### src/rtl/seq_mult32.sv
// seq_mult32: sequential unsigned shift-and-add multiplier driving an external WIDTH-bit adder
// Ports: clk, rst_n (sync, active-low); start/a/b request and operands;
// busy (iterating), done (one-cycle result pulse), product (2*WIDTH result);
// add_a/add_b/add_cin to the external adder, add_sum/add_cout back from it.
module seq_mult32 #(
  parameter int WIDTH = 32,
  parameter int CNT_W = 6
) (
  input  logic               clk,
  input  logic               rst_n,
  input  logic               start,
  input  logic [WIDTH-1:0]   a,
  input  logic [WIDTH-1:0]   b,
  output logic               busy,
  output logic               done,
  output logic [2*WIDTH-1:0] product,
  output logic [WIDTH-1:0]   add_a,
  output logic [WIDTH-1:0]   add_b,
  output logic               add_cin,
  input  logic [WIDTH-1:0]   add_sum,
  input  logic               add_cout
);
  localparam logic [1:0] IDLE = 2'd0;
  localparam logic [1:0] RUN  = 2'd1;
  localparam logic [1:0] DONE = 2'd2;
  localparam int MSB = WIDTH - 1;
  logic [1:0]       state;
  logic [WIDTH-1:0] mcand, hi, lo;
  logic [CNT_W-1:0] cnt;
  logic             run, last, cin_msb, c;
  logic             unused_cout;
  assign run         = state == RUN;
  assign busy        = run;
  assign done        = state == DONE;
  assign last        = cnt == CNT_W'(WIDTH - 1);
  assign add_a       = run ? hi : '0;
  assign add_b       = run && lo[0] ? mcand : '0;
  assign add_cin     = 1'b0;
  // The adder's Cout is the carry into its MSB, so the real carry-out is rebuilt here.
  assign cin_msb     = add_sum[MSB] ^ add_a[MSB] ^ add_b[MSB];
  assign c           = (add_a[MSB] & add_b[MSB]) | ((add_a[MSB] ^ add_b[MSB]) & cin_msb);
  assign unused_cout = add_cout;
  always_ff @(posedge clk) begin
    if (!rst_n) begin
      state   <= IDLE;
      product <= '0;
      mcand   <= '0;
      hi      <= '0;
      lo      <= '0;
      cnt     <= '0;
    end else if (state == IDLE) begin
      if (start) begin
        mcand <= a;
        hi    <= '0;
        lo    <= b;
        cnt   <= '0;
        state <= RUN;
      end
    end else if (run) begin
      hi  <= {c, add_sum[WIDTH-1:1]};
      lo  <= {add_sum[0], lo[WIDTH-1:1]};
      cnt <= cnt + 1'b1;
      if (last) begin
        product <= {c, add_sum[WIDTH-1:1], add_sum[0], lo[WIDTH-1:1]};
        state   <= DONE;
      end
    end else begin
      state <= IDLE;
    end
  end
endmodule

### config.mk
export PLATFORM = sky130hd
export DESIGN_NAME = seq_mult32
export DESIGN_NICKNAME = d
export VERILOG_FILES = /design/src/rtl/seq_mult32.sv
export SDC_FILE = /design/constraint.sdc
export NUM_CORES = 1
export LEC_CHECK = 0
export CORE_ASPECT_RATIO = 0.7
export CORE_MARGIN = 4
export CORE_UTILIZATION = 42
export DETAILED_ROUTE_END_ITERATION = 8
export GPL_ROUTABILITY_DRIVEN = 0
export GPL_TIMING_DRIVEN = 0
export PLACE_DENSITY = 0.77
export REMOVE_ABC_BUFFERS = 1
export SYNTH_ARGS = -nofsm -noshare
export SYNTH_HDL_FRONTEND = slang
export SYNTH_SLANG_ARGS = --single-unit
### constraint.sdc
create_clock -name clk -period 1.4 [get_ports clk]
set_input_delay 0.28 -clock clk [delete_from_list [all_inputs] [get_ports clk]]
set_output_delay 0.28 -clock clk [all_outputs]
set_load 0.005 [all_outputs]
==> results of run 1 <==
-- how the worst max path moves through the flow --
stage,endpoint,cells past startpoint,slack (ns),startpoint
2_1_floorplan,add_b[0],3,-2.53,state[1]
3_3_place_gp,add_b[10],4,-5.51,state[1]
3_5_place_dp,add_b[10],5,-2.81,state[1]
4_1_cts,add_a[13],5,-0.75,state[1]
5_1_grt,add_b[0],7,-0.68,state[1]
6_report,add_b[18],7,-0.66,state[1]
-- per-layer routing --
layer,share of wire,vias up,GRT usage,wire (um)
li1,-,3767,-,-
met1,0.39,4289,0.451,14600
met2,0.46,573,0.527,17000
met3,0.11,139,0.117,4000
met4,0.040,0,0.139,1500
met5,0,-,0,0
-- per-stage QoR --
stage / worst slack (ns) / utilization
6_report: -0.656 / 0.833
5_1_grt: -0.682 / 0.833
4_1_cts: -0.752 / 0.768
3_5_place_dp: -2.81 / 0.572
3_3_place_gp: -5.51 / 0.558
2_1_floorplan: -2.53 / -
-- layout make-up --
type / count / area, um2 / share of cell area
inverters: 3 / 50.0 / 0.00366
well taps: 225 / 282 / 0.0206
clock inverters: 13 / 169 / 0.0124
flip-flops and latches: 168 / 3390 / 0.248
clock buffers: 19 / 433 / 0.0317
multi-input cells: 626 / 4910 / 0.359
repair inverters: 2 / 25.0 / 0.00183
repair buffers: 374 / 4410 / 0.323
-- logic make-up (layout without fill, tap and decap cells) --
logic type / count (synthesis) / after routing / synth area share
compound gates: 269 / 270 / 0.221
fa+ha+maj: 2 / 2 / 0.00319
buf+inv: 97 / 411 / 0.0699
flops: 168 / 168 / 0.476
mux: 1 / 1 / 0.00142
other cells: 1 / 1 / 0.000531
simple gates: 341 / 352 / 0.228
-- power groups by stage --
stage	Sequential, uW	Clock [uW]	Combinational, uW
final	5190	4950	2220
after CTS	5120	4900	1940
after detailed placement	5240	0	1080
after global placement	5230	0	1050
after global routing	5200	5160	2290
after floorplan	5190	0	527
-- critical path, stage by stage (launching register included) --
cell and delay [ns]:
dfxtp_4 0.38, nand2b_4 0.19, clkinv_8 0.10, buf_16 0.16
buf_8 0.13, buf_6 0.11, and3_4 0.17, buf_6 0.11
-- flip-flops by register name, summed over array words and instances, names as in the netlist --
name / cells
product: 64
hi: 32
lo: 32
mcand: 32
cnt: 6
state: 2
-- cells in the final DEF, fill, tap and decap left out, types with 3 or more instances in the layout --
| cell | instances |
|---|---|
| o21ai_4 | 18 |
| inv_6 | 4 |
| dfxtp_2 | 9 |
| bufinv_16 | 4 |
| buf_6 | 84 |
| nor2_1 | 18 |
| o21ai_1 | 13 |
| nor2_2 | 16 |
| nand3_1 | 33 |
| nand2_1 | 99 |
| nand3_4 | 21 |
| buf_4 | 31 |
| a21oi_2 | 74 |
| o21ai_0 | 23 |
| a21oi_1 | 57 |
| clkbuf_2 | 3 |
| dlymetal6s2s_1 | 3 |
| and2_1 | 11 |
| a311oi_2 | 18 |
| buf_16 | 20 |
| buf_2 | 17 |
| and3_1 | 9 |
| and2_4 | 20 |
| clkbuf_16 | 19 |
| buf_12 | 35 |
| dlygate4sd2_1 | 65 |
| dfxtp_1 | 156 |
| buf_8 | 16 |
| or3b_4 | 7 |
| clkdlybuf4s50_1 | 97 |
| dfxtp_4 | 3 |
| o21ai_2 | 42 |
| and3_4 | 23 |
| nor2_4 | 3 |
| nand2_2 | 33 |
| clkinvlp_4 | 4 |
| nand3_2 | 44 |
| a311oi_1 | 16 |
-- what timing repair did --
item	in CTS	in global routing
setup endpoints to repair	298	234
pin swaps	173	122
hold buffers	0	0
hold endpoints to repair	0	0
setup buffers	90	33
gates resized for setup	661	292
gates cloned	44	3
==> summary.txt, run 1 <==
Yosys
  – Dominant cell type by area after synthesis: dfxtp_1
  – #FFs+latches synth: ~170
  – Number of flops mapped to enable cells by yosys: 0
  – Top-area cell type share of the netlist area: 0.476
  – Yosys warnings: 0
  – Synth Flop Type: dfxtp_1
  – Syn Area/Cell: 8.04 um2
  – Share of synthesized flip-flops with an asynchronous set or reset: 0
  – Sequential element share of the synthesized area: 0.476
  – Yosys cell types: 40
  – Cells after Synth: roughly 880
  – Mapped cell area: slightly above 7000 um2
  – Largest cells by area after synthesis: dfxtp_1, a21oi_1, nand2_1
  – Synth cell count leaders: dfxtp_1, nand2_1, a21oi_1
  – Count leader, synth: dfxtp_1

Final layout
  – Final nets: between 1000 and 1500
  – Area grow syn2layout: 93.3%
  – Layout Cells excl Fill: 1430
  – Ratio of cells with drive above 1 in the final layout: 0.490
  – Finished layout cell area: 13700 um2
  – Fill count: 907
  – Number of diodes: 0

Clocking
  – TritonCTS Buffers: 17
  – Root Buffer: clkbuf_16
  – TritonCTS Sinks: 168
  – Worst-path clk slew: roughly 0.070 ns
  – CTS tree: done
  – Worst-case clock buffer depth: 2
  – Skew-Pair Late Insertion Delay: 0.43 ns
  – H-tree depth: 4

Global route
  – Total track usage: 0.345
  – Gr ovfl total: 0
  – Vias in the first global route: 8551
  – Largest net degree at the start of global routing: 91
  – First-pass GRT wire length: around 50 mm
  – Initial antenna violation count: 0

Route
  – Post-DR vias/cell: 6.13
  – # DRC: 0
  – Final ANT Viol Nets: 0
  – Routed WL: 37.1 mm
  – Detailed-route via count: 8768
  – Drt pass-1 iters: 5
  – WL/cell: 26.0 um
  – DR iter-0 viols: 1050

Die
  – Row cnt: 39
  – Die footprint: 19000 um2
  – Num ports: 231
  – Die outline width: 163 um
  – Initial core utilization: 0.431
  – Core area: about 16000 um2
  – Die Y: 117 um

Pwr
  – Sequential Power Share: 0.420
  – Switching part of the total: 0.277
  – Int Power: 8930 uW
  – Clk pwr share: 0.401
  – Power Dens Cells: 904 nW/um2
  – Switching Power: between 3000 and 4000 uW
  – Peak supply drop: a little under 0.0009 V
  – Pleak: 0.00527 uW
  – Logic pwr share: 0.180
  – Power Total: between 10000 and 15000 uW

Setup path
  – Critical Path Fanout Max: 7
  – RR Startpoint: state[1]
  – Crit path DAT: 1.78 ns
  – Critical Path End Type: output port
  – WS Path Type: reg -> out
  – FF-to-FF End: lo[9]
  – FF-to-FF path depth: 10
  – Req. time, crit path: approximately 1.1 ns
  – Reg2Reg Setup Slack: -0.62 ns
  – Critical path startpoint category: flip-flop

STA
  – Skew final: 0.0135 ns
  – Setup TNS: -113.60 ns
  – Setup ws final: -0.656 ns
  – Worst Max-Slew Pin Slew: slightly above 0.7 ns
  – Max-slew violations: 0
  – Final Hold Fails: 0
  – Tcrit/Tclk final: 1.47
  – Fin crit period: 2.06 ns
  – Hold WS: about 0.39 ns
  – Finish-stage setup viols: 234
  – F_max: between 0.4 and 0.5 GHz
  – RSZ-0062 raised after global routing: true
  – Max-slew headroom: 0.518

Status
  – Status: finished with violations
  – Failing checks: setup timing

Placement
  – Dpl cells: 1249
  – Placed Area: about 9400 um2
  – Port Buffers: 228
  – Post-DP HPWL: roughly 14 mm

Worst hold path
  – Hold WC Path Type: in -> reg
  – Hold path startpoint: a[10]
  – Hold path depth: 3
  – Worst hold endpoint: mcand[10]

Job
  – Max-Cap Viols: 0
(Power assumes the default switching activity.)
==> run 2, diff against run 1 <==
--- a/config.mk
+++ b/config.mk
@@ -5,6 +5,7 @@
 export SDC_FILE = /design/constraint.sdc
 export NUM_CORES = 1
 export LEC_CHECK = 0
+export CAP_MARGIN = 20
 export CORE_ASPECT_RATIO = 0.7
 export CORE_MARGIN = 4
 export CORE_UTILIZATION = 42
==> run 2 against run 1 <==
The flow still finishes with violations (setup timing). Non-clock buffer count fell by 9. Count of clock-buffer cells in the layout did not move. Sequential power barely moved. Critical path depth rose by 1. Sequential share of layout area fell by 0.60 points. First-iteration DRC count rose by 4.5%. Largest power group unchanged. Highest routed layer unchanged.
==> summary.txt, run 2 (synthesis results as in run 1) <==
Status
  – Status: finished with violations
  – Failing checks: setup timing

Setup path
  – CP Launch Point: state[1]
  – Crit path capture: add_b[10]
  – WS Path Type: reg -> out
  – Reg2Reg Setup Slack: -0.53 ns
  – FF-to-FF End: lo[4]
  – Critical path startpoint category: flip-flop
  – Critical Path Fanout Max: 6
  – Crit path DAT: 1.94 ns
  – RR Startpoint: state[1]
  – FF-to-FF path depth: 8
  – Critical Path End Type: output port
  – Req. time, crit path: 1.12 ns

Route
  – DR iter-0 viols: 1097
  – Drt pass-1 iters: 5
  – Routed WL: 38.3 mm
  – Final ANT Viol Nets: 0
  – WL/cell: 27.0 um
  – Post-DR vias/cell: 6.21
  – # DRC: 0
  – Detailed-route via count: 8820

Die
  – Die footprint: 19000 um2
  – Row cnt: 39
  – Die Y: 117 um
  – Num ports: around 230
  – Initial core utilization: 0.431
  – Core area: 16400 um2
  – Die outline width: 163 um

Final layout
  – Top reg by flops: product
  – Final nets: 1283
  – Ratio of cells with drive above 1 in the final layout: 0.546
  – Commonest non-fill, non-tap cells in the layout: dfxtp_1, a21oi_2, clkdlybuf4s50_1
  – Commonest non-fill, non-tap cell in the layout: dfxtp_1
  – Layout Cells excl Fill: 1420
  – Number of diodes: 0
  – Max FFs per register: 64
  – Fill count: between 700 and 800
  – Finished layout cell area: roughly 14000 um2
  – Area grow syn2layout: 99.6%

Global route
  – Initial antenna violation count: 0
  – Largest net degree at the start of global routing: 91
  – Vias in the first global route: approximately 7900
  – Total track usage: 0.309
  – Gr ovfl total: 0
  – First-pass GRT wire length: 45.4 mm

Clocking
  – Worst-case clock buffer depth: 2
  – TritonCTS Sinks: 168
  – Worst-path clk slew: around 0.080 ns
  – CTS tree: done
  – H-tree depth: 4
  – TritonCTS Buffers: 17
  – Post-cts hold buffer count: 0
  – Root Buffer: clkbuf_16
  – Skew-Pair Late Insertion Delay: between 0.4 and 0.5 ns

STA
  – Finish-stage setup viols: roughly 230
  – Final Hold Fails: 0
  – Tcrit/Tclk final: 1.58
  – Setup TNS: -111.91 ns
  – F_max: 0.451 GHz
  – Worst Max-Slew Pin Slew: around 0.76 ns
  – Fin crit period: 2.22 ns
  – Setup ws final: -0.818 ns
  – Max-slew violations: 0
  – Max-slew headroom: 0.496
  – Hold WS: 0.394 ns
  – RSZ-0062 raised after global routing: true
  – Skew final: 0.0128 ns

Placement
  – Port Buffers: 228
  – Placed Area: ~9500 um2
  – Dpl cells: 1252
  – Post-DP HPWL: 14.5 mm

Pwr
  – Power Dens Cells: 885 nW/um2
  – Peak supply drop: 0.000794 V
  – Pleak: 0.00596 uW
  – Power Total: 12500 uW

Worst hold path
  – Hold WC Path Type: in -> reg

Job
  – Max-Cap Viols: 0
==> run 2: changes by cell type in the layout (fill, tap and decap cells not counted), moves of 12 or more <==
cell / before / now
a21oi_2: 74 / 97
dlygate4sd2_1: 65 / 13
buf_12: 35 / 21
dfxtp_1: 156 / 135
dlymetal6s2s_1: 3 / 51
dfxtp_2: 9 / 30
o21ai_1: 13 / 1
clkbuf_16: 19 / 31
a21oi_1: 57 / 33
==> run 2: what timing repair did <==
action,CTS,global route
setup endpoints to repair,298,286
pin swaps,145,176
buffers inserted,54,35
resized for setup,614,395
cloned,33,22
==> run 2: layout make-up <==
class                           count  area, um2  share of cell area
Multi-Input combinational cell    625       5030               0.357
Timing Repair Buffer              365       4710               0.334
Sequential cell                   168       3410               0.242
Clock buffer                       19        433              0.0307
Tap cell                          225        282              0.0200
Clock inverter                     13        168              0.0119
Inverter                            3       50.0             0.00355
Timing Repair inverter              2       25.0             0.00177
==> run 2: critical path, cell delays in order (launching register included) <==
cell and delay [ns]:
dfxtp_4 0.38, buf_16 0.11, nand2b_4 0.19, clkinv_8 0.10, buf_8 0.15, buf_16 0.14, buf_8 0.12, and3_4 0.17
buf_6 0.11
==> run 2: layer usage <==
| layer | up-vias | track usage | part of all wire |
|---|---|---|---|
| met5 | - | 0 | 0 |
| met3 | 138 | 0.0945 | 0.11 |
| met4 | 0 | 0.104 | 0.039 |
| met1 | 4334 | 0.415 | 0.39 |
| li1 | 3738 | - | - |
| met2 | 610 | 0.479 | 0.46 |
==> run 2: power breakdown <==
| group | internal, uW | total, uW | switching [uW] | leakage, uW |
|---|---|---|---|---|
| clock | 2830 | 4990 | 2160 | 0.000277 |
| combinational | 1180 | 2300 | 1120 | 0.00430 |
| sequential | 4970 | 5200 | 223 | 0.00139 |
| total | 8980 | 12500 | 3510 | 0.00596 |
==> run 2: per-stage QoR <==
step,worst slack (ns),util
global route,-0.833,0.860
CTS,-0.786,0.731
detailed placement,-2.28,0.577
finish,-0.818,0.860
floorplan,-2.53,-
global placement,-5.51,0.558
==> run 2: worst min-delay path by stage <==
stage / from / end / slack [ns] / cells after the start
after floorplan: rst_n / state[0] / 0.40 / 1
after global placement: mcand[16] / mcand[16] / 0.44 / 2
after detailed placement: mcand[0] / mcand[0] / 0.44 / 2
after CTS: a[0] / mcand[0] / 0.38 / 3
after global routing: a[28] / mcand[28] / 0.40 / 3
final: a[30] / mcand[30] / 0.39 / 3
==> run 3, diff against run 2 <==
--- a/config.mk
+++ b/config.mk
@@ -14,6 +14,7 @@
 export GPL_TIMING_DRIVEN = 0
 export PLACE_DENSITY = 0.77
 export REMOVE_ABC_BUFFERS = 1
+export SLEW_MARGIN = 5
 export SYNTH_ARGS = -nofsm -noshare
 export SYNTH_HDL_FRONTEND = slang
 export SYNTH_SLANG_ARGS = --single-unit
==> run 3 against run 2 <==
The flow still finishes with violations (setup timing). Critical path depth stayed put. Clock skew shrank 0.0019 ns. Core utilization is 1.3 points lower. Sequential power about the same. Non-clock buffer count rose by 3. Global-route usage rose by 0.20 points. Routed wire length is 2.3% lower. Highest routed layer unchanged. Cell count is 0.42% higher. Register-to-register slack improved by 0.04 ns. Critical path type unchanged. First-iteration DRC count is 5.1% lower.
==> summary.txt, run 3 (synthesis results as in run 1) <==
STA
  – Finish-stage setup viols: 232
  – Skew final: about 0.011 ns
  – Max-slew headroom: 0.506
  – Setup TNS: -90.74 ns
  – Final Hold Fails: 0
  – Tcrit/Tclk final: 1.53
  – Max-slew violations: 0
  – Setup ws final: -0.743 ns
  – RSZ-0062 raised after global routing: true
  – F_max: 0.467 GHz
  – Hold WS: 0.399 ns
  – Worst Max-Slew Pin Slew: between 0.7 and 0.8 ns
  – Fin crit period: 2.14 ns

Global route
  – Initial antenna violation count: 0
  – Largest net degree at the start of global routing: 49
  – Gr ovfl total: 0
  – First-pass GRT wire length: 45.8 mm
  – Total track usage: 0.311
  – Vias in the first global route: ~8000

Clocking
  – Skew-Pair Late Insertion Delay: 0.43 ns
  – Worst-case clock buffer depth: 2
  – Worst-path clk slew: 0.07 ns
  – CTS tree: done
  – TritonCTS Sinks: approximately 170
  – Root Buffer: clkbuf_16
  – TritonCTS Buffers: 17
  – H-tree depth: 4

Die
  – Die outline width: 163 um
  – Core area: 16400 um2
  – Die footprint: 19000 um2
  – Num ports: 231
  – Row cnt: 39
  – Initial core utilization: 0.431
  – Die Y: 117 um

Route
  – Routed WL: 37.4 mm
  – Final ANT Viol Nets: 0
  – Post-DR vias/cell: approximately 6
  – WL/cell: about 26 um
  – Drt pass-1 iters: 6
  – Detailed-route via count: 8798
  – DR iter-0 viols: 1041
  – # DRC: 0

Setup path
  – CP peak stage delay: between 0.3 and 0.4 ns
  – Critical path startpoint category: flip-flop
  – Critical Path Fanout Max: 7
  – Crit path max-delay cell type: dfxtp_4
  – WS Path Type: reg -> out
  – Worst-path cell chain: buf_12 > nand2b_4 > buf_16 > clkinv_16 > buf_16 > buf_8 > and3_4 > buf_6
  – CP most frequent cell: buf_16
  – Crit path DAT: 1.86 ns
  – Critical Path End Type: output port
  – Req. time, crit path: 1.12 ns

Final layout
  – Number of diodes: 0
  – Commonest non-fill, non-tap cells in the layout: dfxtp_1, nand2_1, clkdlybuf4s50_1
  – Commonest non-fill, non-tap cell in the layout: dfxtp_1
  – Ratio of cells with drive above 1 in the final layout: 0.486
  – Fill count: 860
  – Max FFs per register: 64
  – Area of the multi-input gates: 4880 um2
  – Area grow syn2layout: 96.6%
  – Top reg by flops: product
  – Final nets: roughly 1300
  – Final Util: 0.847
  – Finished layout cell area: 13900 um2
  – FF/Latch Area: 3400 um2

Status
  – Status: finished with violations
  – Failing checks: setup timing

Worst hold path
  – Hold WC Path Type: in -> reg

Pwr
  – Power Total: 12300 uW
  – Pleak: 0.00621 uW
  – Peak supply drop: 0.000789 V
  – Power Dens Cells: 886 nW/um2

Job
  – Max-Cap Viols: 0

Placement
  – Placed Area: 9460 um2
  – Post-DP HPWL: 14.4 mm
  – Port Buffers: 228
## run 3: area by class of cell
type                       instances  share of cell area
timing repair buffer             368               0.335
clock inverter                    13              0.0104
sequential                       168               0.245
multi-input combinational        627               0.351
timing repair inverter             3             0.00261
tap                              225              0.0203
clock buffer                      19              0.0312
inverter                           3             0.00459
## run 3: what timing repair did
item,CTS,global route
resized for setup,417,472
gates cloned,33,15
hold buffers,0,0
pin swaps,104,157
endpoints found under the setup margin,298,298
setup buffers,73,31
## run 3: worst paths after layout
path / from / endpoint / slack, ns / depth (start not counted)
setup / recovery: state[1] / add_b[6] / -0.74 / 8
hold / removal: a[20] / mcand[20] / 0.40 / 3
setup reg to reg: state[1] / product[41] / -0.49 / 10
hold reg to reg: product[22] / product[22] / 0.46 / 2
## run 3: layer usage
layer	vias up	wire, um	GRT usage
met4	0	1380	0.101
met1	4303	14500	0.421
li1	3751	-	-
met2	608	17300	0.486
met5	-	0	0
met3	136	4220	0.0857
## run 3: worst max-delay path, delay by kind of cell (launching register included)
| kind | cells | cell delay (ns) |
|---|---|---|
| flip-flops | 1 | 0.37 |
| buffers and inverters | 6 | 0.72 |
| AND/OR/NAND/NOR | 2 | 0.33 |
## run 3: power by group
part           internal [uW]  switching [uW]
logic                   1170            1120
clock network           2650            2170
registers               4970             219
## run 3: stage by stage
stage,std cells,worst slack (ns)
after floorplan,785,-2.53
after global placement,1238,-5.51
after detailed placement,1252,-1.84
after CTS,1387,-0.722
after global routing,1426,-0.776
final,1426,-0.743
